**config.mk**
```make
export PLATFORM = sky130hd
export DESIGN_NAME = lcd_hd44780_ctrl_flat
export DESIGN_NICKNAME = d
export VERILOG_FILES = /design/src/rtl/lcd_hd44780_ctrl_pkg.sv /design/src/rtl/lcd_hd44780_ctrl_if.sv /design/src/rtl/lcd_hd44780_ctrl_tmr.sv /design/src/rtl/lcd_hd44780_ctrl.sv /design/src/flat_wrapper.sv
export SDC_FILE = /design/constraint.sdc
export NUM_CORES = 1
export LEC_CHECK = 0
export CELL_PAD_IN_SITES_DETAIL_PLACEMENT = 0
export CELL_PAD_IN_SITES_GLOBAL_PLACEMENT = 1
export CORE_UTILIZATION = 44
export DETAILED_ROUTE_END_ITERATION = 10
export PLACE_DENSITY = 0.8
export RECOVER_POWER = 25
export SLEW_MARGIN = 25
export SYNTH_ARGS = -nofsm -noshare
export SYNTH_HDL_FRONTEND = slang
export SYNTH_HIERARCHICAL = 1
export SYNTH_SLANG_ARGS = --single-unit
```
**constraint.sdc**
```tcl
create_clock -name i_clk -period 4.1 [get_ports i_clk]
set_input_delay 0.82 -clock i_clk [delete_from_list [all_inputs] [get_ports i_clk]]
set_output_delay 0.82 -clock i_clk [all_outputs]
set_load 0.03 [all_outputs]
```
**src/rtl/lcd_hd44780_ctrl_pkg.sv**
```systemverilog
// Shared state encoding, init command table and command helpers
// for the HD44780 character LCD controller.
package lcd_pkg;

  typedef logic [2:0] state_t;

  localparam state_t ST_PWRUP = 3'd0;
  localparam state_t ST_SETUP = 3'd1;
  localparam state_t ST_EN_HI = 3'd2;
  localparam state_t ST_HOLD  = 3'd3;
  localparam state_t ST_WAIT  = 3'd4;
  localparam state_t ST_IDLE  = 3'd5;

  localparam logic [7:0] CMD_CLEAR = 8'h01;
  localparam logic [7:0] CMD_HOME  = 8'h02;

  // Index 0 is sent first: function set, display on, clear, entry mode.
  localparam logic [3:0][7:0] INIT_CMDS = {8'h06, CMD_CLEAR, 8'h0C, 8'h38};

  // Clear, home and their 0x03 alias need the long execution wait.
  function automatic logic is_long_cmd(input logic rs, input logic [7:0] data);
    return !rs && (data != 8'd0) && ((data & ~(CMD_CLEAR | CMD_HOME)) == 8'd0);
  endfunction

  function automatic int max_int(input int a, input int b);
    return (a > b) ? a : b;
  endfunction

endpackage

```
**src/rtl/lcd_hd44780_ctrl_if.sv**
```systemverilog
// Byte-write request channel from the LSU LCD register to the controller.
interface lcd_hd44780_ctrl_if;
  logic       i_req_vld;
  logic       i_req_rs;
  logic [7:0] i_req_data;
  logic       o_req_rdy;

  modport master (output i_req_vld, output i_req_rs, output i_req_data, input o_req_rdy);
  modport slave  (input i_req_vld, input i_req_rs, input i_req_data, output o_req_rdy);
endinterface

```
**src/rtl/lcd_hd44780_ctrl_tmr.sv**
```systemverilog
// Loadable down-counter used for every controller delay; zero is high
// while the count reads 0, and the counter never wraps below 0.
module lcd_tmr #(
  parameter int W = 8
) (
  input  logic         clk,
  input  logic         rst_n,
  input  logic         load,
  input  logic [W-1:0] load_val,
  output logic         zero
);

  logic [W-1:0] cnt;

  always_ff @(posedge clk or negedge rst_n) begin
    if (!rst_n) begin
      cnt <= '0;
    end else if (load) begin
      cnt <= load_val;
    end else if (cnt != '0) begin
      cnt <= cnt - W'(1);
    end
  end

  assign zero = (cnt == '0);

endmodule

```
**src/rtl/lcd_hd44780_ctrl.sv**
```systemverilog
// Timed write-only HD44780 controller: runs the power-up init sequence,
// then turns each accepted byte into a setup / EN pulse / hold / wait cycle.
module lcd_hd44780_ctrl
  import lcd_pkg::*;
#(
  parameter int CLK_HZ       = 50_000_000,
  parameter int T_PWRUP      = 750_000,
  parameter int T_SETUP      = 2,
  parameter int T_EN_HI      = 12,
  parameter int T_HOLD       = 2,
  parameter int T_WAIT_SHORT = 2_000,
  parameter int T_WAIT_LONG  = 80_000
) (
  input  logic               i_clk,
  input  logic               i_rst_n,
  lcd_hd44780_ctrl_if.slave  req,
  output logic               o_init_done,
  output logic               o_lcd_on,
  output logic               o_lcd_blon,
  output logic               o_lcd_rs,
  output logic               o_lcd_rw,
  output logic               o_lcd_en,
  output logic [7:0]         o_lcd_data
);

  localparam int P_MAX = max_int(max_int(max_int(T_PWRUP, T_SETUP), max_int(T_EN_HI, T_HOLD)),
                                 max_int(T_WAIT_SHORT, T_WAIT_LONG));
  localparam int TW = $clog2(P_MAX) + 1;

  localparam logic [TW-1:0] LD_PWRUP      = TW'(T_PWRUP - 1);
  localparam logic [TW-1:0] LD_SETUP      = TW'(T_SETUP - 1);
  localparam logic [TW-1:0] LD_EN_HI      = TW'(T_EN_HI - 1);
  localparam logic [TW-1:0] LD_HOLD       = TW'(T_HOLD - 1);
  localparam logic [TW-1:0] LD_WAIT_SHORT = TW'(T_WAIT_SHORT - 1);
  localparam logic [TW-1:0] LD_WAIT_LONG  = TW'(T_WAIT_LONG - 1);

  if (CLK_HZ < 1 || T_PWRUP < 1 || T_SETUP < 1 || T_EN_HI < 1 || T_HOLD < 1 ||
      T_WAIT_SHORT < 1 || T_WAIT_LONG < 1) begin : g_bad_param
    $error("lcd_hd44780_ctrl: clock and timing parameters must be >= 1");
  end

  state_t          state;
  logic [1:0]      init_idx;
  logic [1:0]      nxt_idx;
  logic            req_rdy;
  logic            accept;
  logic            init_more;
  logic            tmr_load;
  logic [TW-1:0]   tmr_val;
  logic            tmr_zero;

  assign accept        = req.i_req_vld && req_rdy;
  assign init_more     = !o_init_done && (init_idx != 2'd3);
  assign nxt_idx       = init_idx + 2'd1;
  assign req.o_req_rdy = req_rdy;
  assign o_lcd_rw      = 1'b0;

  lcd_tmr #(.W(TW)) u_tmr (
    .clk      (i_clk),
    .rst_n    (i_rst_n),
    .load     (tmr_load),
    .load_val (tmr_val),
    .zero     (tmr_zero)
  );

  // Every state entry reloads the timer with its length minus one; the very
  // first cycle after reset (lcd_on still low) arms the power-up wait.
  always_comb begin
    tmr_load = 1'b0;
    tmr_val  = '0;
    case (state)
      ST_PWRUP: begin
        if (!o_lcd_on) begin
          tmr_load = 1'b1;
          tmr_val  = LD_PWRUP;
        end else if (tmr_zero) begin
          tmr_load = 1'b1;
          tmr_val  = LD_SETUP;
        end
      end
      ST_SETUP: begin
        tmr_load = tmr_zero;
        tmr_val  = LD_EN_HI;
      end
      ST_EN_HI: begin
        tmr_load = tmr_zero;
        tmr_val  = LD_HOLD;
      end
      ST_HOLD: begin
        tmr_load = tmr_zero;
        tmr_val  = is_long_cmd(o_lcd_rs, o_lcd_data) ? LD_WAIT_LONG : LD_WAIT_SHORT;
      end
      ST_WAIT: begin
        tmr_load = tmr_zero && init_more;
        tmr_val  = LD_SETUP;
      end
      ST_IDLE: begin
        tmr_load = accept;
        tmr_val  = LD_SETUP;
      end
      default: begin
        tmr_load = 1'b0;
        tmr_val  = '0;
      end
    endcase
  end

  // RS/DATA pins are the latched byte itself, so they stay put through
  // EN, hold, wait and idle until the next byte is loaded.
  always_ff @(posedge i_clk or negedge i_rst_n) begin
    if (!i_rst_n) begin
      state       <= ST_PWRUP;
      init_idx    <= 2'd0;
      req_rdy     <= 1'b0;
      o_init_done <= 1'b0;
      o_lcd_on    <= 1'b0;
      o_lcd_blon  <= 1'b0;
      o_lcd_rs    <= 1'b0;
      o_lcd_en    <= 1'b0;
      o_lcd_data  <= 8'd0;
    end else begin
      case (state)
        ST_PWRUP: begin
          if (!o_lcd_on) begin
            o_lcd_on   <= 1'b1;
            o_lcd_blon <= 1'b1;
          end else if (tmr_zero) begin
            init_idx   <= 2'd0;
            o_lcd_rs   <= 1'b0;
            o_lcd_data <= INIT_CMDS[0];
            state      <= ST_SETUP;
          end
        end
        ST_SETUP: begin
          if (tmr_zero) begin
            o_lcd_en <= 1'b1;
            state    <= ST_EN_HI;
          end
        end
        ST_EN_HI: begin
          if (tmr_zero) begin
            o_lcd_en <= 1'b0;
            state    <= ST_HOLD;
          end
        end
        ST_HOLD: begin
          if (tmr_zero) begin
            state <= ST_WAIT;
          end
        end
        ST_WAIT: begin
          if (tmr_zero) begin
            if (init_more) begin
              init_idx   <= nxt_idx;
              o_lcd_data <= INIT_CMDS[nxt_idx];
              state      <= ST_SETUP;
            end else begin
              o_init_done <= 1'b1;
              req_rdy     <= 1'b1;
              state       <= ST_IDLE;
            end
          end
        end
        ST_IDLE: begin
          if (accept) begin
            o_lcd_rs   <= req.i_req_rs;
            o_lcd_data <= req.i_req_data;
            req_rdy    <= 1'b0;
            state      <= ST_SETUP;
          end
        end
        default: begin
          state <= ST_PWRUP;
        end
      endcase
    end
  end

endmodule
```
**src/flat_wrapper.sv**
```systemverilog
// flat-port wrapper written by rule: the top's interface ports become plain ports
module lcd_hd44780_ctrl_flat import lcd_pkg::*;
#(
  parameter int CLK_HZ       = 50_000_000,
  parameter int T_PWRUP      = 750_000,
  parameter int T_SETUP      = 2,
  parameter int T_EN_HI      = 12,
  parameter int T_HOLD       = 2,
  parameter int T_WAIT_SHORT = 2_000,
  parameter int T_WAIT_LONG  = 80_000
)
  (i_clk, i_rst_n, o_init_done, o_lcd_on, o_lcd_blon, o_lcd_rs, o_lcd_rw, o_lcd_en, o_lcd_data, req_i_req_vld, req_i_req_rs, req_i_req_data, req_o_req_rdy);
  lcd_hd44780_ctrl_if req_i ();
  input  logic i_clk;
  input  logic i_rst_n;
  output logic o_init_done;
  output logic o_lcd_on;
  output logic o_lcd_blon;
  output logic o_lcd_rs;
  output logic o_lcd_rw;
  output logic o_lcd_en;
  output logic [7:0] o_lcd_data;
  input wire logic [$bits(req_i.i_req_vld)-1:0] req_i_req_vld;
  input wire logic [$bits(req_i.i_req_rs)-1:0] req_i_req_rs;
  input wire logic [$bits(req_i.i_req_data)-1:0] req_i_req_data;
  output wire logic [$bits(req_i.o_req_rdy)-1:0] req_o_req_rdy;
  assign req_i.i_req_vld = req_i_req_vld;
  assign req_i.i_req_rs = req_i_req_rs;
  assign req_i.i_req_data = req_i_req_data;
  assign req_o_req_rdy = req_i.o_req_rdy;
  lcd_hd44780_ctrl #(.CLK_HZ(CLK_HZ), .T_PWRUP(T_PWRUP), .T_SETUP(T_SETUP), .T_EN_HI(T_EN_HI), .T_HOLD(T_HOLD), .T_WAIT_SHORT(T_WAIT_SHORT), .T_WAIT_LONG(T_WAIT_LONG)) u_core (.i_clk(i_clk), .i_rst_n(i_rst_n), .req(req_i), .o_init_done(o_init_done), .o_lcd_on(o_lcd_on), .o_lcd_blon(o_lcd_blon), .o_lcd_rs(o_lcd_rs), .o_lcd_rw(o_lcd_rw), .o_lcd_en(o_lcd_en), .o_lcd_data(o_lcd_data));
endmodule
```
# [Word level (Yosys, flattened, before mapping)]
# Index checks and enable logic that the tools add are counted.
[classes] order_cmp=1 n_reduce_logical=28 mux=41 eq_ne=15 addsub=2 n_bitwise=2
[ops] operator="case mux 21 bit (4 select lines)" count=1
[ops] operator="2-to-1 mux 21 bit" count=3
[ops] operator="2-to-1 mux 8 bit" count=6
[ops] operator="2-to-1 mux 3 bit" count=8
[ops] operator="case mux 8 bit (3 select lines)" count=1
[ops] operator="zero test 21 bit" count=1
[ops] operator="nonzero test 21 bit" count=1
[ops] operator="subtractor 21 x 1 -> 21 bit, second input constant" count=1
[ops] operator="case mux 3 bit (6 select lines)" count=1
[ops] operator="2-to-1 mux 17 bit" count=1
[ops] operator="binary-select mux 8 bit (select 2 bit)" count=1
[ops] operator="inequality test 2 x 1 -> 1 bit, second input constant" count=8
[ops] operator="2-to-1 mux 1 bit" count=10
[ops] operator="nonzero test 2 bit" count=5
[ops] operator="zero test 8 bit" count=1
[ops] operator="2-to-1 mux 2 bit" count=4
[ops] operator="AND reduction 4 bit" count=2
[ops] operator="nonzero test 8 bit" count=1
[ops] operator="AND reduction 7 bit" count=1
[ops] operator="equality test 3 x 2 -> 1 bit, second input constant" count=2
[ops] operator="equality test 3 bit, second input constant" count=2
[ops] operator="case mux 1 bit (2 select lines)" count=3
[ops] operator="AND reduction 3 bit" count=2
[ops] operator="AND reduction 6 bit" count=1
[ops] operator="14 further kinds" count=22
[word_totals] ff_bits=40 word_cells=99

# [Depth between registers and ports, before layout]
# Gate-level depths: netlist of run 1.
[logic_depth] depth_word=6 mapped_depth=13 ltp_nobuf=11

# [Modules after synthesis]
# Netlist of run 1, hierarchy kept.
[modules_own_cells] mod="lcd_hd44780_ctrl" area_per_inst_um2=1286.2 cells_per_inst=139 instances=1 seq_area_each_um2=475.5
[modules_own_cells] mod="lcd_tmr" area_per_inst_um2=1267.5 cells_per_inst=135 instances=1 seq_area_each_um2=525.5

# [Least setup slack after synthesis of run 1]
# No wires, ideal clock.
[synth_path] kind="reg-to-reg" from="reg u_core.u_tmr.cnt[10]" to="reg u_core.u_tmr.cnt[2]" setup_ns=0.095 slack_ns=0.905 n_path_buf=3 arrival_time_ns=3.100 stages_incl_launch_ff=13 path_cell_list="dfrtp_1 -> or4_4 -> nor4b_4 -> nand3_2 -> inv_2 -> clkbuf_1 -> o32a_1 -> nand2_1 -> a21oi_1 -> clkbuf_1 -> dlygate4sd1_1 -> nand2_1 -> o31ai_1"
[synth_between] elab_chain_len=5 elab_cells_between_ends=8 cone_classes="mux (4); reduce/logical (4)"
[synth_rtl] element="from (decl)" line="lcd_hd44780_ctrl_tmr.sv:13" source="logic [W-1:0] cnt;"
[synth_rtl] element="from (signal assigned)" line="lcd_hd44780_ctrl_tmr.sv:19" source="cnt <= load_val;"
[synth_rtl] element="from (signal assigned)" line="lcd_hd44780_ctrl_tmr.sv:21" source="cnt <= cnt - W'(1);"
[synth_rtl] element="zero test 21 bit (*)" line="lcd_hd44780_ctrl_tmr.sv:25" source="assign zero = (cnt == '0);"
[synth_rtl] element="net u_core.tmr_zero" line="lcd_hd44780_ctrl.sv:50" source="logic tmr_zero;"
[synth_rtl] element="2-to-1 mux 1 bit" line="lcd_hd44780_ctrl.sv:76" source="end else if (tmr_zero) begin"
[synth_rtl] element="2-to-1 mux 1 bit" line="lcd_hd44780_ctrl.sv:73" source="if (!o_lcd_on) begin"
[synth_rtl] element="case mux 1 bit (4 select lines) (*)" line="lcd_hd44780_ctrl.sv:71" source="case (state)"
[synth_rtl] element="net u_core.tmr_load" line="lcd_hd44780_ctrl.sv:48" source="logic tmr_load;"
[synth_rtl] element="2-to-1 mux 21 bit or nonzero test 2 bit (tied branches)"
# Mark *: on every way through the listed nets, which the timed path passes. The rest lies on a longest branch.
# A chain may end at the register's enable or synchronous reset.

# [Worst setup path in the final report of run 1]
[layout_path] from="reg u_core.u_tmr.cnt[7]" to="reg u_core.u_tmr.cnt[6]"
# Same word-level chain as after synthesis.

==> reports/metrics.csv, run 1 <==
metric,value,unit
ys_top_cells_by_area,"dfrtp_1, nand2_1, o21ai_0, mux2_4, ha_1",
rsz0062_at_grt,false,
dp_slack,0.893,ns
path_clk_slew,0.08,ns
critPathMaxFanout,23,
post_cts_buffers,0,
die_width,78.2,um
n_antenna_cell,0,
yosysWarnings,6,
pwr_density_cell,230,nW/um^2
top_usage_layer,met2,
grt_pass1_vias,2006,
cts_buffer_depth,2,
final_common_cell,dfrtp_1,
yosysTopAreaCell,dfrtp_1,
setup_violations,0,
setup_ws,0.843,ns
wl_per_cell,14.8,um
vdd_drop_max,0.000175,V
final_cell_mix,"dfrtp_1, nand2_1, o21ai_0",
clk_latency,0.29,ns
hold_slack,0.469,ns
dp_hpwl,3.84,mm
overflow,0,
core_area,5540,um^2
crit_start,u_core/u_tmr/cnt[7],
ys_ff_latch,40,
tritoncts,built,
antenna_left,0,
cts-htree-levels,2,
crit_type,reg -> reg,
grt_pass1_wl,9.52,mm
cp.required,4.27,ns
yosysSeqAreaShare,0.392,
port_buffers,25,
tightest_slew,2.19,ns
track_usage,0.196,
drtIter0Drc,121,
dieArea,6110,um^2
slew_viol_final,41,
start_util,0.461,
crit_path_start_kind,flip-flop,
cap_violations,1,
area_delta_synth_final,14.3,%
antenna_found_initial,0,
fin_skew,0.00796,ns
fmax,307,MHz
finalCritPeriodShare,0.794,
postCtsResizedCells,0,
async_flop_share,1.00,
worstHoldStart,u_core/o_lcd_blon,
synth-edff-count,0,
cts_made_buffers,5,
fin_tns_setup,0,ns
cellLeakagePower,1.16,nW
layout_min_cycle_time,3.26,ns
status,finished with violations,
drc_errors,0,
ios,27,
critPathCaptureType,flip-flop,
hold_path_class,reg -> reg,
gp_congestion,0.829,
dr.pass1.iters,4,
violations,"max-capacitance violations, max-slew violations",
vias,2044,
arrival,3.43,ns
cts_hold_buf,0,
cts_root_buf,clkbuf_8,
die_h,78.2,um
grt_start_max_net_pins,41,
layout.nets,320,
avgSynthCellArea,9.32,um^2
clock-sinks,40,
via_per_inst,5.51,
row_count,27,
power,0.672,mW
netlist_area,2550,um^2
finalHoldViolCount,0,
use_met1,0.262,
grtUsageMet3,0.0360,
synth.top_cell.area_share,0.392,
use_met2,0.324,
rr_startpoint,u_core/u_tmr/cnt[7],
syn_inst,274,
post-route-util,0.527,
layout-drive-gt1-share,0.107,
nFillCells,547,
slew-limit-headroom,-0.460,
ys_types,57,
routed_wl,5.49,mm
ys.flop_type,dfrtp_1,
## layout make-up
class                           count  area (um^2)  share of cell area
Inverter                           11         41.3              0.0141
Sequential cell                    40         1000               0.343
Clock inverter                      1         5.00             0.00171
Clock buffer                        6         72.6              0.0249
Timing Repair Buffer               29          274              0.0939
Multi-Input combinational cell    212         1440               0.492
Tap cell                           72         90.1              0.0309
## critical path, cell delays in order, from the launching register on
cell	delay [ns]
dfrtp_1	0.39
nor4_1	0.54
nor4b_4	0.57
nand3_2	0.22
inv_2	0.31
o32a_1	0.19
nand2_1	0.06
a21oi_2	0.14
buf_4	0.25
and3b_1	0.21
a211o_1	0.26
## sequential cells by signal, indices dropped and copies added (netlist names)
register	count
u_core/u_tmr/cnt	21
u_core/o_lcd_data	8
u_core/state	3
u_core/init_idx	2
u_core/o_init_done	1
u_core/o_lcd_blon	1
u_core/o_lcd_en	1
u_core/o_lcd_on	1
u_core/o_lcd_rs	1
u_core/req.o_req_rdy	1
## cells in the mapped netlist (all sizes together) (3+ instances only)
library cell and n:
nand2b 3, nand2 39, or2 3, ha 9, nor3 11, mux2i 5, nor2 18, xor2 5
dfrtp 40, nor3b 3, clkbuf 6, o31ai 4, a21oi 12, nand3 6, a211oi 4, o21ai 28
nor4 4, inv 11, nor2b 3, xnor2 10, buf 7, nand4 3, mux2 9
## layer usage
layer  part of all wire  up-vias
li1                   -     1018
met1               0.48      977
met2               0.48       44
met3              0.035        5
met4             0.0084        0
met5                  0        -
## through the flow
stage / cell area, um^2 / std cells
after floorplan: 2560 / 277
after global placement: 2840 / 364
after detailed placement: 2840 / 364
after CTS: 2920 / 371
after global routing: 2920 / 371
final: 2920 / 371
## power by group
group	switching, mW	internal [mW]
sequential	0.00194	0.396
combinational	0.0116	0.00980
clock	0.137	0.116
total	0.151	0.521
## cell families (layout without fill, tap and decap cells)
logic type,count (synthesis),after routing,share of synthesized area
compound gates,63,63,0.160
xor+xnor,15,15,0.0514
fa+ha+maj,9,9,0.0441
buf+inv,25,47,0.0519
flops,40,40,0.392
mux,14,14,0.0710
other cells,1,4,0.00147
simple gates,107,107,0.228
## path summary, 6_finish.rpt
| path | to | slack (ns) | cells past startpoint |
|---|---|---|---|
| max in group asynchronous | u_core/u_tmr/cnt[10] | 1.68 | 1 |
| worst min register to register | u_core/o_lcd_blon | 0.47 | 1 |
| min in group asynchronous | u_core/u_tmr/cnt[18] | 1.17 | 1 |
| worst max register to register | u_core/u_tmr/cnt[6] | 0.84 | 10 |
| worst min-delay path | u_core/o_lcd_blon | 0.47 | 1 |
| worst max-delay path | u_core/u_tmr/cnt[6] | 0.84 | 10 |
(Power assumes the default switching activity.)
==> run 2, diff against run 1 <==
--- a/config.mk
+++ b/config.mk
@@ -7,9 +7,9 @@
 export LEC_CHECK = 0
 export CELL_PAD_IN_SITES_DETAIL_PLACEMENT = 0
 export CELL_PAD_IN_SITES_GLOBAL_PLACEMENT = 1
-export CORE_UTILIZATION = 44
+export CORE_UTILIZATION = 39
 export DETAILED_ROUTE_END_ITERATION = 10
-export PLACE_DENSITY = 0.8
+export PLACE_DENSITY = 0.75
 export RECOVER_POWER = 25
 export SLEW_MARGIN = 25
 export SYNTH_ARGS = -nofsm -noshare
==> constraint.sdc (replaced) <==
create_clock -name i_clk -period 2.6 [get_ports i_clk]
set_input_delay 0.52 -clock i_clk [delete_from_list [all_inputs] [get_ports i_clk]]
set_output_delay 0.52 -clock i_clk [all_outputs]
set_load 0.03 [all_outputs]
==> reports/metrics.csv, run 2 (synthesized netlist as in run 1, its figures left out) <==
metric,value,unit,change
swShare,0.234,,+0.00997
layout-drive-gt1-share,0.219,,+0.112
cts-htree-levels,2,,unchanged
track_usage,0.188,,-0.00724
setup_violations,0,,unchanged
largest_reg_flops,21,,unchanged
via_per_inst,5.34,,-3.0%
port_buffers,25,,unchanged
vdd_drop_max,0.000167,V,-4.7%
antenna_found_initial,0,,unchanged
dr.pass1.iters,4,,unchanged
tightest_slew,1.68,ns,-0.511 ns
ios,27,,unchanged
gp_congestion,0.863,,+4.1%
n_antenna_cell,0,,unchanged
cts_made_buffers,5,,unchanged
largest-register,u_core/u_tmr/cnt,,
arrival,2.73,ns,-0.70 ns
violations,"max-capacitance violations, max-slew violations",,
path_clk_slew,0.08,ns,about the same
stdcell_count,406,,+9.4%
wl_met3,177,um,-8.8%
crit_type,reg -> reg,,
drtIter0Drc,101,,-17%
crit_buf_inv,1,,-1
wl_met2,3.02,mm,+14%
row_count,29,,+7.4%
cap_violations,1,,unchanged
place_inst,394,,+8.2%
top_regs,"u_core/u_tmr/cnt: 21 flops, u_core/o_lcd_data: 8 flops, u_core/state: 3 flops",,
hold_path_class,in -> async,,
die_h,82.9,um,+6.1%
cts_root_buf,clkbuf_8,,
max_stage_delay,0.56,ns,about the same
finalHoldViolCount,0,,unchanged
clock-sinks,40,,unchanged
met1_length,2.80,mm,+7.4%
clk_latency,0.30,ns,about the same
critPathCaptureType,flip-flop,,
fmax,393,MHz,+28%
pwr_density_cell,337,nW/um^2,+46%
die_width,82.9,um,+6.1%
grt_pass1_wl,10.4,mm,+9.7%
tritoncts,built,,
status,finished with violations,,
wl_per_cell,15.0,um,+1.2%
combPwrFrac,0.034,,+0.002
start_util,0.402,,-0.0588
vias,2169,,+6.1%
power_switching,0.254,mW,+68%
routed_wl,6.08,mm,+11%
nFillCells,617,,+13%
rsz0062_at_grt,true,,
dp_hpwl,4.44,mm,+16%
antenna_left,0,,unchanged
top_layer,met4,,
overflow,0,,unchanged
crit_path_start_kind,flip-flop,,
crit_slowest_cell,or4_4,,
dieArea,6880,um^2,+12%
cpLargestDelayFamily,simple AND/OR/NAND/NOR gates,,
grt_pass1_vias,2182,,+8.8%
critPathMaxFanout,8,,-65%
area_delta_synth_final,25.8,%,
slew-limit-headroom,-0.120,,+0.341
grt_start_max_net_pins,41,,unchanged
p_int,0.828,mW,+59%
core_area,6350,um^2,+15%
cp.required,2.78,ns,-1.49 ns
fin_tns_setup,0,ns,unchanged
pwr-share-clk,0.387,,+0.010
finalCritPeriodShare,0.979,,+0.184
layout_min_cycle_time,2.54,ns,-0.713 ns
final_cell_mix,"dfrtp_1, nand2_1, buf_4",,
layout.nets,349,,+9.1%
cellLeakagePower,1.32,nW,+14%
p_seq_frac,0.579,,-0.012
slew_viol_final,31,,-24%
cts_buffer_depth,2,,unchanged
crit_chain,or4_4 > nor4b_4 > nand3_2 > clkinv_4 > nand2b_4 > a311o_2 > mux2_4,,
final_common_cell,dfrtp_1,,
drc_errors,0,,unchanged
fin_skew,0.0106,ns,+0.00260 ns
run 2: layout make-up:
class / instances / area, um^2 / share of cell area
clock buffers: 5 / 68.8 / 0.0214
clock inverters: 3 / 18.8 / 0.00584
inverters: 11 / 46.3 / 0.0144
multi-input cells: 212 / 1490 / 0.464
flip-flops and latches: 40 / 1000 / 0.312
well taps: 77 / 96.3 / 0.0300
repair buffers: 58 / 492 / 0.153
run 2: worst paths after layout:
kind	start	end	slack (ns)	depth (start not counted)
worst max-delay path	u_core/u_tmr/cnt[16]	u_core/o_lcd_data[0]	0.06	7
worst min-delay path	i_rst_n	u_core/u_tmr/cnt[17]	0.19	1
worst max register to register	u_core/u_tmr/cnt[16]	u_core/o_lcd_data[0]	0.06	7
worst min register to register	u_core/o_lcd_blon	u_core/o_lcd_blon	0.47	1
max in group asynchronous	i_rst_n	u_core/o_lcd_en	0.46	2
min in group i_clk	u_core/o_lcd_blon	u_core/o_lcd_blon	0.47	1
run 2: per-stage QoR:
stage	util	hold slack, ns	power, mW	instance area [um^2]	setup WS (ns)
detailed placement	0.480	0.456	0.676	3050	0.0000637
finish	0.506	0.191	1.08	3210	0.0558
floorplan	-	0.224	0.646	2610	-0.204
global placement	0.480	0.455	0.676	3050	0.0385
global route	0.506	0.234	1.12	3210	-0.0382
CTS	0.494	0.390	1.10	3140	0.0207
run 2: what timing repair did:
action | in CTS | in global routing
hold buffers | 0 | 0
setup buffers | 0 | 3
gates resized for setup | 1 | 10
cloned | 0 | 0
endpoints found under the hold margin | 0 | 0
pin swaps | 0 | 6
endpoints found under the setup margin | 7 | 24
run 2: power by group through the flow:
stage	sequential, mW	clock [mW]	combinational, mW
floorplan	0.639	0	0.00746
global placement	0.638	0	0.0380
detailed placement	0.638	0	0.0380
CTS	0.626	0.431	0.0384
global route	0.627	0.453	0.0423
finish	0.626	0.418	0.0372
run 2: layer usage:
layer  vias up  track usage
li1       1076            -
met1      1046        0.245
met2        36        0.314
met3        11       0.0348
met4         0       0.0658
met5         -            0
==> run 3, diff against run 2 <==
--- a/config.mk
+++ b/config.mk
@@ -9,7 +9,7 @@
 export CELL_PAD_IN_SITES_GLOBAL_PLACEMENT = 1
 export CORE_UTILIZATION = 39
 export DETAILED_ROUTE_END_ITERATION = 10
-export PLACE_DENSITY = 0.75
+export PLACE_DENSITY_LB_ADDON = 0.1
 export RECOVER_POWER = 25
 export SLEW_MARGIN = 25
 export SYNTH_ARGS = -nofsm -noshare
==> reports/metrics.csv, run 3 (synthesized netlist as in run 1, its figures left out) <==
metric,value,unit,change
finalHoldViolCount,0,,unchanged
cts_root_buf,clkbuf_8,,
crit_path_start_kind,flip-flop,,
layout_min_cycle_time,2.50,ns,-0.0401 ns
wl_per_cell,15.0,um,-0.13%
area_delta_synth_final,26.5,%,
clk_latency,0.29,ns,about the same
p_int,0.824,mW,-0.55%
crit_start,u_core/u_tmr/cnt[16],,
clock-sinks,40,,unchanged
multi_input_area,1470,um^2,-1.3%
n_antenna_cell,0,,unchanged
crit_type,reg -> reg,,
vias,2104,,-3.0%
final_common_cell,dfrtp_1,,
setup_violations,0,,unchanged
fmax,399,MHz,+1.6%
die_h,82.9,um,unchanged
critPathMaxFanout,7,,-1
ios,27,,unchanged
fin_skew,0.00553,ns,-0.00503 ns
layout-drive-gt1-share,0.220,,+0.00103
tritoncts,built,,
grt_start_max_net_pins,41,,unchanged
cts-htree-levels,2,,unchanged
finalCritPeriodShare,0.963,,-0.0154
cp.required,2.78,ns,about the same
grt_pass1_vias,2035,,-6.7%
power,1.06,mW,-2.2%
slew_viol_final,0,,-100%
routed_wl,6.12,mm,+0.61%
cellLeakagePower,1.34,nW,+1.7%
arrival,2.69,ns,-0.04 ns
dp_hpwl,4.52,mm,+1.6%
cts_hold_buf,0,,unchanged
swShare,0.222,,-0.0129
combPwrFrac,0.035,,about the same
place_area,3060,um^2,+0.25%
layout.nets,353,,+1.1%
top_regs,"u_core/u_tmr/cnt: 21 flops, u_core/o_lcd_data: 8 flops, u_core/state: 3 flops",,
path_clk_slew,0.08,ns,about the same
row_count,29,,unchanged
start_util,0.402,,unchanged
fin_tns_setup,0,ns,unchanged
dieArea,6880,um^2,unchanged
cap_violations,0,,-1
final_cell_mix,"dfrtp_1, nand2_1, buf_4",,
core_area,6350,um^2,unchanged
antenna_found_initial,0,,unchanged
gp_congestion,0.860,,-0.30%
die_width,82.9,um,unchanged
track_usage,0.188,,unchanged
cts_buffer_depth,2,,unchanged
via_per_inst,5.14,,-3.7%
largest-register,u_core/u_tmr/cnt,,
fin_area,3230,um^2,+0.58%
seqCellArea,1000,um^2,unchanged
rr_startpoint,u_core/u_tmr/cnt[16],,
r2r_cells,9,,+2
cts_made_buffers,5,,unchanged
pwr_density_cell,327,nW/um^2,-2.8%
power_switching,0.234,mW,-7.6%
overflow,0,,unchanged
antenna_left,0,,unchanged
pwr-share-clk,0.373,,-0.014
hold_path_class,in -> async,,
drc_errors,0,,unchanged
vdd_drop_max,0.000218,V,+31%
grt_pass1_wl,10.4,mm,-0.79%
rsz0062_at_grt,true,,
status,completed,,
dr.pass1.iters,4,,unchanged
slew-limit-headroom,0.319,,+0.438
drtIter0Drc,37,,-63%
largest_reg_flops,21,,unchanged
tightest_slew,1.02,ns,-0.658 ns
nFillCells,630,,+2.1%
p_seq_frac,0.592,,+0.013
critPathCaptureType,flip-flop,,
port_buffers,25,,unchanged
-- run 3: changes by cell type in the layout (fill, tap and decap cells not counted), sizes merged --
cell    change
inv         +1
clkinv      -3
buf         +5
-- run 3: repair_timing --
item | in CTS | in global routing
setup buffers | 0 | 7
pin swaps | 0 | 5
endpoints found under the setup margin | 2 | 23
gates resized for setup | 1 | 12
-- run 3: stage by stage --
stage / setup slack [ns] / hold slack [ns] / utilization / instances
floorplan: -0.204 / 0.224 / - / 277
global placement: 0.0406 / 0.454 / 0.481 / 395
detailed placement: 0.0105 / 0.456 / 0.481 / 395
CTS: 0.00568 / 0.393 / 0.494 / 402
global route: -0.0570 / 0.493 / 0.509 / 409
finish: 0.0959 / 0.393 / 0.509 / 409
-- run 3: worst max-delay path: stages, from the launching register on --
cell and delay (ns):
dfrtp_1 0.38, or4_4 0.56, nor4b_4 0.32, nand3_2 0.14, inv_4 0.11, o32a_1 0.15
nand2_2 0.06, a21oi_4 0.21, and3b_1 0.21, a211o_1 0.26
-- run 3: layout make-up --
type                            count  share of cell area
Clock inverter                      1             0.00155
Sequential cell                    40               0.310
Inverter                           11              0.0136
Multi-Input combinational cell    212               0.455
Clock buffer                        6              0.0225
Tap cell                           77              0.0298
Timing Repair Buffer               62               0.168
-- run 3: final timing paths --
kind	endpoint	slack, ns
worst max register to register	u_core/u_tmr/cnt[6]	0.1
worst max-delay path	u_core/u_tmr/cnt[6]	0.1
max in group asynchronous	u_core/o_init_done	1.58
worst min-delay path	u_core/u_tmr/cnt[12]	0.39
min in group i_clk	u_core/o_lcd_blon	0.48
worst min register to register	u_core/o_lcd_blon	0.48
-- run 3: per-layer routing --
layer	global-route usage	wire (um)	part of all wire	vias to the layer above
li1	-	-	-	1080
met5	0	0	0	-
met1	0.250	2870	0.47	984
met3	0.0338	155	0.025	6
met2	0.317	3030	0.50	34
met4	0.0470	60	0.0098	0
-- run 3: power groups by stage --
stage	combinational, mW	clock [mW]	sequential (mW)
after floorplan	0.00746	0	0.639
after global placement	0.0383	0	0.638
after detailed placement	0.0384	0	0.638
after CTS	0.0386	0.413	0.626
after global routing	0.0422	0.442	0.626
final	0.0370	0.395	0.626
==> patch 1: new RTL, settings of run 2 <==
Reset style: synchronous (`i_rst_n` and `rst_n`), changed in 2 clocked blocks.
--- a/src/rtl/lcd_hd44780_ctrl_tmr.sv
+++ b/src/rtl/lcd_hd44780_ctrl_tmr.sv
@@ -14,3 +14,3 @@
 
-  always_ff @(posedge clk or negedge rst_n) begin
+  always_ff @(posedge clk) begin
     if (!rst_n) begin
--- a/src/rtl/lcd_hd44780_ctrl.sv
+++ b/src/rtl/lcd_hd44780_ctrl.sv
@@ -109,3 +109,3 @@
   // EN, hold, wait and idle until the next byte is loaded.
-  always_ff @(posedge i_clk or negedge i_rst_n) begin
+  always_ff @(posedge i_clk) begin
     if (!i_rst_n) begin
Check against the original RTL: differs if i_rst_n is asserted again (counterexample within 4 cycles, from zero or initial values and one cycle with i_rst_n low); with i_rst_n held inactive, the same outputs for 10 cycles.
==> patch 1 against run 2 <==
  * Setup slack better by 61 ps
  * Sequential share of layout area shrank 3.7 points
  * Highest routed layer unchanged
  * Critical endpoint is now u_core/o_lcd_data[0]$_SDFFE_PN0P_
  * Final area decreased by 9.2%
  * Sequential cell count is the same
  * Maximum frequency is 2.5% higher
  * Wire length fell by 3.5%
  * Area after synthesis decreased by 4.9%
Power is not compared: it rests on default switching activity, and its combinational part moved more than twofold at a synthesized area within 25%.
==> patch 1: results (changes against run 2) <==
metric	value	unit	change
synthDistinctLibCells	59		+3.5%
hpwlAfterDp	4320	um	-2.8%
grt_pass1_wl	9860	um	-5.6%
nets	353		+1.1%
grt_usage	19.5	%	+0.69 points
status	finished clean		
rrSetupSlack	120	ps	+60 ps
vias	2139		-1.4%
cts.clk_slew.worst_paths	80	ps	about the same
critical_path_arrival	2660	ps	-70 ps
postLayoutCellArea	2920	um2	-9.2%
crit_fanout	14		+6
hp-class	reg -> reg		
io_buffers	25		unchanged
reg_top3	u_core/u_tmr/cnt (21), u_core/o_lcd_data (8), u_core/state (3)		
synth_area_leaders	dfxtp_1 (33%), nand2_1 (6.3%), mux2i_1 (5.4%)		
ys_seq_area_share	33.0	%	-6.2 points
grt_pass1_vias	2031		-6.9%
routed_wl	5870	um	-3.5%
grt_max_degree	23		-44%
routabilityCongestion	0.788		-8.6%
crit_path_top_delay_cell	or4_4		
placed_area	2810	um2	-7.8%
cp_top_family	simple AND/OR/NAND/NOR gates		
r2r_cells	8		+1
yosys-top-cells-count	nand2_1 (41), dfxtp_1 (40), o21ai_0 (23)		
ys.flop_type	dfxtp_1		
final_layout_size_suffix_gt1_share	11.1	%	-11 points
==> patch 1: power by group <==
group | switching (W) | total [W] | leakage [nW] | internal [W]
Combinational | 0.000437 | 0.000812 | 0.781 | 0.000375
Sequential | 0.0000827 | 0.000779 | 0.327 | 0.000697
Clock | 0.000221 | 0.000432 | 0.0510 | 0.000212
==> patch 1: timing repair <==
item	CTS	global route
resized for setup	0	2
setup endpoints to repair	0	20
setup buffers	0	0
endpoints found under the hold margin	0	0
==> patch 1: metal layers <==
layer	part of all wire [%]	track usage (%)
met5	0	0
met3	2.7	3.26
met4	0.77	5.36
met1	48	25.8
met2	48	32.5
==> patch 1: worst paths after layout <==
kind	start	endpoint
max	u_core/u_tmr/cnt[8]$_SDFFE_PN0P_	u_core/o_lcd_data[0]$_SDFFE_PN0P_
min	u_core/o_lcd_blon$_SDFFE_PN0P_	u_core/o_lcd_blon$_SDFFE_PN0P_
max reg2reg	u_core/u_tmr/cnt[8]$_SDFFE_PN0P_	u_core/o_lcd_data[0]$_SDFFE_PN0P_
min reg2reg	u_core/o_lcd_blon$_SDFFE_PN0P_	u_core/o_lcd_blon$_SDFFE_PN0P_
==> patch 1: stage by stage <==
stage | instances | setup WS, ps | hold slack [ps]
after floorplan | 304 | 0.371 | 480
after global placement | 400 | 167 | 466
after detailed placement | 400 | 110 | 465
after CTS | 408 | 90.3 | 481
after global routing | 408 | -10.6 | 506
final | 408 | 117 | 471
==> patch 1: cell families (layout without fill, tap and decap cells) <==
group,count (synthesis),after routing,synth area share [%]
AO/OA/AOI/OAI,62,62,16.6
XOR/XNOR,18,18,6.49
adder cells (fa/ha/maj),9,9,4.64
buffers and inverters,31,60,6.13
flip-flops,40,40,33.0
multiplexers,13,13,5.36
other,1,4,0.154
AND/OR/NAND/NOR,127,127,27.7
==> patch 1: worst register-to-register path, cell delays in order, from the launching register on <==
cell and delay [ps]:
dfxtp_1 330, or4_4 550, or3_1 420, nor2_4 150, buf_6 170, o211ai_1 180
a22o_1 260, buf_4 180, mux2i_1 130
==> patch 1: area by class of cell <==
type                            instances  area share [%]
Sequential cell                        40            27.5
Clock buffer                            6            2.83
Clock inverter                          2           0.343
Inverter                               11            1.59
Timing Repair Buffer                   41            12.8
Multi-Input combinational cell        233            51.7
Tap cell                               75            3.22
==> patch 2: new RTL, settings of run 2 <==
Made on the original files. `T_EN_HI` is set to 12 in 2 places; all go to 11.
--- a/src/rtl/lcd_hd44780_ctrl.sv
+++ b/src/rtl/lcd_hd44780_ctrl.sv
@@ -8,3 +8,3 @@
   parameter int T_SETUP      = 2,
-  parameter int T_EN_HI      = 12,
+  parameter int T_EN_HI      = 11,
   parameter int T_HOLD       = 2,
--- a/src/flat_wrapper.sv
+++ b/src/flat_wrapper.sv
@@ -6,3 +6,3 @@
   parameter int T_SETUP      = 2,
-  parameter int T_EN_HI      = 12,
+  parameter int T_EN_HI      = 11,
   parameter int T_HOLD       = 2,
Function: no difference found for any inputs over 10 cycles, from zero or initial values and one cycle with i_rst_n low; that may be too few to reach the edited logic, so the function may still have changed.
==> patch 2 against run 2 <==
  * Wire length is 0.21% lower
  * Final area fell by 0.31%
  * Global-route usage down 0.22 points
  * Final cell count grew 0.99%
  * Sequential cell count is the same
  * Setup slack improved by 53 ps
  * Core utilization down 0.16 points
  * Area after synthesis is 0.24% higher
Power is not compared: it rests on default switching activity, and its combinational part moved more than twofold at a synthesized area within 25%.
==> patch 2: results (changes against run 2) <==
metric	value	unit	change
grt_usage	18.6	%	-0.22 points
synthDistinctLibCells	60		+5.3%
via_per_inst	5.21		-2.4%
drt_iter0_drc	88		-13%
hpwlAfterDp	4410	um	-0.65%
reg_top3	u_core/u_tmr/cnt (21), u_core/o_lcd_data (8), u_core/state (3)		
routed_wl	6070	um	-0.21%
clockBufferDepth	2		unchanged
diodes	0		unchanged
antenna_found_initial	0		unchanged
cts.clk_slew.worst_paths	70	ps	
yosys-top-cells-count	dfrtp_1 (40), nand2_1 (36), o21ai_0 (23)		
hp-class	in -> async		
p_leak	1.37	nW	
dr.pass1.iters	4		unchanged
placed_area	3020	um2	-0.98%
grt_pass1_vias	2147		-1.6%
routabilityCongestion	0.818		-5.2%
ys_seq_area_share	39.1	%	-0.096 points
htree_levels	2		unchanged
fin_skew	6.57	ps	-3.99 ps
cts_made_buffers	5		unchanged
io_buffers	25		unchanged
synth_area_leaders	dfrtp_1 (39%), nand2_1 (5.3%), o21ai_0 (4.5%)		
tightest_slew	1000	ps	-677 ps
insertion_delay	290	ps	
grt_max_degree	41		unchanged
final_layout_size_suffix_gt1_share	18.6	%	-3.3 points
critical_path_arrival	2670	ps	-60 ps
vdd_drop_max	0.332	mV	
async_reset_ff_share	100	%	unchanged
max_stage_delay	560	ps	about the same
yosysWarnings	6		unchanged
nets	354		+1.4%
grt_pass1_wl	10400	um	-0.39%
crit_fanout	7		-1
status	finished clean		
root_buffer	clkbuf_8		
==> patch 2: cell types whose count changed after synthesis, sizes merged, moves of 2 or more <==
cell	delta
a21oi	+5
inv	+5
buf	-4
clkbuf	+4
nor2	+4
nand2	-3
nand3	+3
a22o	-2
a22oi	+2
mux2i	-2
nor2b	-2
o21ai	-2
==> patch 2: timing repair <==
action,CTS,global route
pin swaps,0,7
setup endpoints to repair,2,19
cloned,0,1
gates resized for setup,1,7
setup buffers,0,6
==> patch 2: kinds of logic (layout without fill, tap and decap cells) <==
kind of cell	count (synthesis)	after routing	synth area share (%)
and+or+nand+nor	109	109	22.7
AOI/OAI and AO/OA	68	68	16.9
xor gates and xnor gates	15	15	5.13
other	1	4	0.146
buffers and inverters	30	76	5.47
DFF	40	40	39.1
adders and majority gates	9	9	4.40
muxes	12	12	6.16
==> patch 2: stage by stage <==
stage / std cells / utilization [%] / setup WS [ps]
2_1_floorplan: 287 / - / -224
3_3_place_gp: 396 / 47.5 / 60.2
3_5_place_dp: 396 / 47.5 / 6.45
4_1_cts: 403 / 48.8 / 0.593
5_1_grt: 410 / 50.4 / -9.69
6_report: 410 / 50.4 / 109
==> patch 2: layout make-up <==
type	count	area (um2)
clock buffer	6	72.6
clock inverter	1	5.00
fill	613	3150
inverter	16	62.6
multi-input combinational	217	1470
sequential	40	1000
tap	77	96.3
timing repair buffer	53	497
==> patch 2: per-layer routing <==
layer	vias to the layer above	GRT usage, %	part of all wire (%)
met1	1012	25.0	48
met4	0	6.58	1.3
met5	-	0	0
met2	22	30.9	49
met3	7	2.29	1.8
li1	1097	-	-
==> patch 2: report_power, final <==
part	total, W	internal, W	switching [W]
sequential	0.00107	0.000844	0.000229
clock	0.000389	0.000182	0.000206
combinational	0.00112	0.000547	0.000574
total	0.00258	0.00157	0.00101
==> patch 2: final timing paths <==
path / slack [ps] / cells after the start / from / to
max: 110 / 10 / u_core/u_tmr/cnt[16]$_DFFE_PN0P_ / u_core/u_tmr/cnt[6]$_DFFE_PN0P_
min: 390 / 1 / i_rst_n / u_core/u_tmr/cnt[15]$_DFFE_PN0P_
max reg2reg: 110 / 10 / u_core/u_tmr/cnt[16]$_DFFE_PN0P_ / u_core/u_tmr/cnt[6]$_DFFE_PN0P_
min reg2reg: 470 / 1 / u_core/o_lcd_blon$_DFFE_PN0P_ / u_core/o_lcd_blon$_DFFE_PN0P_
max in group asynchronous: 1600 / 1 / i_rst_n / u_core/init_idx[0]$_DFFE_PN0P_
min in group i_clk: 470 / 1 / u_core/o_lcd_blon$_DFFE_PN0P_ / u_core/o_lcd_blon$_DFFE_PN0P_
